$ cat src/rtl/a5_core_pkg.sv
// Shared core constants: sequencer state encoding, halt/memory-class opcode
// markers and the instruction word field layout {opcode[19:12], addr[11:0]}.
package a5_core_pkg;
    localparam int INSTR_W = 20;
    localparam int OP_HI   = 19;
    localparam int OP_LO   = 12;
    localparam int ADDR_HI = 11;
    localparam int ADDR_LO = 0;

    localparam logic [7:0] HALT_OP_DEF = 8'hFF;
    localparam int         MEM_BIT_DEF = 7;

    typedef enum logic [2:0] {
        S_IDLE   = 3'd0,
        S_FETCH  = 3'd1,
        S_DECODE = 3'd2,
        S_ADDR   = 3'd3,
        S_EXEC   = 3'd4,
        S_HALT   = 3'd5
    } state_t;
endpackage

$ cat src/rtl/a6_demux_sequencer.sv
// Fetch/decode sequencer feeding the registered data/ALU demux: fetches a word,
// optionally presents the address phase, then runs the ALU via go/done.
module a6_demux_sequencer
    import a5_core_pkg::*;
#(
    parameter int              ADDR_W      = 12,
    parameter int              OP_W        = 8,
    parameter logic [ADDR_W-1:0] PC_RESET  = '0,
    parameter logic [OP_W-1:0] HALT_OP     = HALT_OP_DEF,
    parameter int              MEM_BIT     = MEM_BIT_DEF,
    parameter int              ALU_TIMEOUT = 15
) (
    input  logic               clk,
    input  logic               rst,
    input  logic               start,
    input  logic               halt_req,
    output logic [ADDR_W-1:0]  pc_out,
    output logic               imem_rd,
    input  logic [INSTR_W-1:0] imem_data,
    input  logic               imem_valid,
    output logic               select_demux,
    output logic [ADDR_W-1:0]  data_addr,
    output logic [OP_W-1:0]    opcode2,
    output logic               alu_go,
    input  logic               alu_done,
    output logic               busy,
    output logic               halted,
    output logic               err
);
    localparam int               CNT_W   = $clog2(ALU_TIMEOUT + 1);
    localparam logic [CNT_W-1:0] TO_LAST = CNT_W'(ALU_TIMEOUT - 1);

    state_t           state_q, state_d;
    logic [CNT_W-1:0] wait_cnt;
    logic             halt_pend;
    logic             pc_inc;
    logic             set_err;

    // alu_go is high exactly on the first EXEC cycle, so it also masks the
    // alu_done that may coincide with the go pulse.
    always_comb begin
        state_d = state_q;
        pc_inc  = 1'b0;
        set_err = 1'b0;
        unique case (state_q)
            S_IDLE:   if (start) state_d = S_FETCH;
            S_FETCH:  if (imem_valid) state_d = S_DECODE;
            S_DECODE: begin
                if (opcode2 == HALT_OP)    state_d = S_HALT;
                else if (opcode2[MEM_BIT]) state_d = S_ADDR;
                else                       state_d = S_EXEC;
            end
            S_ADDR:   state_d = S_EXEC;
            S_EXEC: begin
                if (alu_done && !alu_go) begin
                    pc_inc  = 1'b1;
                    state_d = (halt_pend || halt_req) ? S_HALT : S_FETCH;
                end else if (wait_cnt == TO_LAST) begin
                    set_err = 1'b1;
                    state_d = S_HALT;
                end
            end
            S_HALT:   if (start) state_d = S_FETCH;
            default:  state_d = S_IDLE;
        endcase
    end

    // Outputs are registered from the next state so they line up with the state.
    always_ff @(posedge clk or posedge rst) begin
        if (rst) begin
            state_q      <= S_IDLE;
            pc_out       <= PC_RESET;
            data_addr    <= '0;
            opcode2      <= '0;
            select_demux <= 1'b1;
            imem_rd      <= 1'b0;
            alu_go       <= 1'b0;
            busy         <= 1'b0;
            halted       <= 1'b0;
            err          <= 1'b0;
            wait_cnt     <= '0;
            halt_pend    <= 1'b0;
        end else begin
            state_q      <= state_d;
            imem_rd      <= (state_d == S_FETCH);
            select_demux <= (state_d != S_EXEC);
            alu_go       <= (state_d == S_EXEC) && (state_q != S_EXEC);
            busy         <= !((state_d == S_IDLE) || (state_d == S_HALT));
            halted       <= (state_d == S_HALT);
            if (set_err) err <= 1'b1;
            if (pc_inc) pc_out <= pc_out + 1'b1;
            if (state_q == S_FETCH && imem_valid) begin
                opcode2   <= imem_data[OP_HI:OP_LO];
                data_addr <= imem_data[ADDR_HI:ADDR_LO];
            end
            wait_cnt <= (state_q == S_EXEC) ? wait_cnt + 1'b1 : '0;
            // halt request is remembered for the whole instruction, forgotten at rest
            if (state_q == S_IDLE || state_q == S_HALT) halt_pend <= 1'b0;
            else if (halt_req)                          halt_pend <= 1'b1;
        end
    end
endmodule
$ cat config.mk
export PLATFORM = sky130hd
export DESIGN_NAME = a6_demux_sequencer
export DESIGN_NICKNAME = d
export VERILOG_FILES = /design/src/rtl/a5_core_pkg.sv /design/src/rtl/a6_demux_sequencer.sv
export SDC_FILE = /design/constraint.sdc
export NUM_CORES = 1
export LEC_CHECK = 0
export BUFFER_PORTS_ARGS = -buffer_cell sky130_fd_sc_hd__buf_2
export CAP_MARGIN = 20
export CORE_MARGIN = 5
export CORE_UTILIZATION = 35
export DETAILED_ROUTE_END_ITERATION = 10
export HOLD_SLACK_MARGIN = 0.06
export SLEW_MARGIN = 20
export SYNTH_ARGS = -nofsm -noshare
export SYNTH_HDL_FRONTEND = slang
export SYNTH_SLANG_ARGS = --single-unit
$ cat constraint.sdc
create_clock -name clk -period 1.9 [get_ports clk]
set_input_delay 0.38 -clock clk [delete_from_list [all_inputs] [get_ports clk]]
set_output_delay 0.38 -clock clk [all_outputs]
set_load 0.02 [all_outputs]
==> impl_metrics.ini <==
[run_status]
status = complete, no violations

[grt]
grt.met2_usage_pct = 17.4
overflow = 0
grt_pass1_vias = 1351
grtUsageTotal_pct = 11.8
grt.met3_usage_pct = 4.71
grt_max_degree = 26
grt_first_pass_wirelength_um = 6690
grt.busiest_layer = met2
met1_usage_pct = 15.8
antenna_found_initial = 0

[yosys]
synth_area_leaders = dfrtp_1 59%, mux2_2 12%, xnor2_1 4.6%
syn_nets = 176
ys_ff_latch = 46
synth_edf_count = 0
synth_most_common_cell = dfrtp_1
syn_inst = 147
synth_warnings = 0
synth_cell_types = 32
synthArstFlopShare_pct = 100
yosysTopAreaCell = dfrtp_1
synth_commonest_cells = 45 x dfrtp_1, 20 x mux2_2, 10 x xnor2_1, 9 x nand2_1, 9 x nor2_1
synth_area_per_cell_um2 = 13.1
yosysTopAreaCellShare_pct = 58.5
synth_area_um2 = 1920
synth-seq-area-share_pct = 59.9
synthFlopType = dfrtp_1

[worst_hold_path]
hold_class = input pin to async pin

[setup_path]
worstSetupPathType = flop to flop
crit_chain = nor3b_2 > nand2_1 > nor3_2 > nand3_1 > xnor2_1
cp-end-kind = flop
required_ns = 2.08
slowest_delay_ns = 0.48
critPathBufInv = 0
worstPathArrival_ns = 1.83
crit_fanout = 9
start_kind = flop
path_delay_family = simple AND/OR/NAND/NOR gates
critPathSlowestCell = dfrtp_1

[route]
antenna_left = 0
finalWirelength_um = 3880
wl_per_cell_um = 13.5
drc = 0
routed_via_density = 4.56
drtIter0Drc = 70
num_vias = 1313
first_pass_iters = 2

[power]
ir_drop_v = 0.000728
power.leakage_nw = 1.19
powerDensity_nw_per_um2 = 1500

[die]
core_region_area_um2 = 5440
io_pins = 64
start_util_pct = 35.4
die_area_um2 = 7080
rows = 27
die_w_um = 84.2
die_height_um = 84.2

[sta]
drv_slew = 0
setup_viol = 0
finClkSkew_ns = 0.00552
period_share_pct = 87.1
timing.setup.tns_ns = 0
period_minus_slack_ns = 1.66
rsz0062_at_grt = no
max_slew.worst_pin.slew_ns = 0.482
max_freq_mhz = 604
setup_ws_ns = 0.245
relSlewSlack_pct = 67.8
hold_violations = 0

[clocking]
cts.sinks = 46
clkSlewWorstSetupHoldPaths_ns = 0.08
cts_hold_buf = 0
cts.path.max_buffers = 2
cts_resized = 0
cts_made_buffers = 5
root_buffer = clkbuf_8
clk_latency_ns = 0.29
cts_setup_buffers = 0
cts_tree = done
ctsHtreeMaxLevel = 2

[cells_and_area]
drive_above_1_share_pct = 46.3
syn_to_final_growth_pct = 25.6
final_area_um2 = 2420
diodes = 0
utilization_pct = 44.4
nNetsFinal = 244
final_cells = 288

[placement]
place_inst = 280
dpl_worst_slack_ns = 0.242
gp_congestion = 0.758
dpl-instance-area_um2 = 2320
dp_hpwl_um = 2950
port_buffers = 63

[run]
cap_violations = 0
[placed cells by master, fill, tap and decap left out, drive strengths merged, types with 4 or more instances in the layout]
cell,instances
mux2,21
nand3,8
buf,65
dfrtp,45
nor2,9
nand2,9
inv,6
xnor2,10
xor2,4
clkbuf,7
[layout make-up]
type,count,area (um^2)
multi-input cells,91,717
repair buffers,65,343
inverters,6,22.5
clock inverters,1,5.00
fillers,537,3020
flip-flops and latches,46,1150
clock buffers,7,86.3
well taps,72,90.1
[power by group]
part / switching, W / internal (W) / leakage (nW)
Combinational: 0.000822 / 0.000620 / 0.565
Sequential: 0.000259 / 0.00133 / 0.577
Clock: 0.000310 / 0.000294 / 0.0482
Total: 0.00139 / 0.00224 / 1.19
[state kept, by name (all words and copies together) (netlist names)]
name / cells
data_addr: 12
pc_out: 12
opcode2: 8
wait_cnt: 4
state_q: 3
alu_go: 1
busy: 1
err: 1
halt_pend: 1
halted: 1
imem_rd: 1
select_demux: 1
[final timing paths]
check                                startpoint                        end  slack [ns]  cells after the start
setup / recovery           state_q[1]$_DFF_PP0_     pc_out[11]$_DFFE_PP0P_        0.24                      5
min in group clk                  imem_data[12]     opcode2[0]$_DFFE_PP0P_        0.30                      2
max in group asynchronous                   rst     opcode2[0]$_DFFE_PP0P_        1.30                      3
hold / removal                              rst  data_addr[10]$_DFFE_PP0P_        0.09                      2
setup reg to reg           state_q[1]$_DFF_PP0_     pc_out[11]$_DFFE_PP0P_        0.24                      5
hold reg to reg                 err$_DFFE_PP0P_            err$_DFFE_PP0P_        0.47                      2
[routing by layer]
| metal | wire (um) | up-vias | share of wire (%) |
|---|---|---|---|
| li1 | - | 634 | - |
| met1 | 1780 | 638 | 46 |
| met2 | 1790 | 35 | 46 |
| met3 | 260 | 6 | 6.7 |
| met4 | 50 | 0 | 1.3 |
| met5 | 0 | - | 0 |
[cells by family (layout without fill, tap and decap cells)]
kind of cell,count (synthesis),after routing,synth area share (%)
AOI/OAI and AO/OA,9,9,4.23
xor gates and xnor gates,14,14,6.37
adders and majority gates,3,3,1.95
buffers and inverters,10,79,2.86
DFF,46,46,59.9
muxes,21,21,12.3
and+or+nand+nor,44,44,12.4
[metrics by stage]
step           hold slack [ns]  power, W
3_5_place_dp             0.437   0.00308
5_1_grt                  0.123   0.00389
6_report                0.0947   0.00363
3_3_place_gp             0.432   0.00305
4_1_cts                  0.110   0.00369
2_1_floorplan            0.448   0.00261
Power figures use the tool's default switching activity.
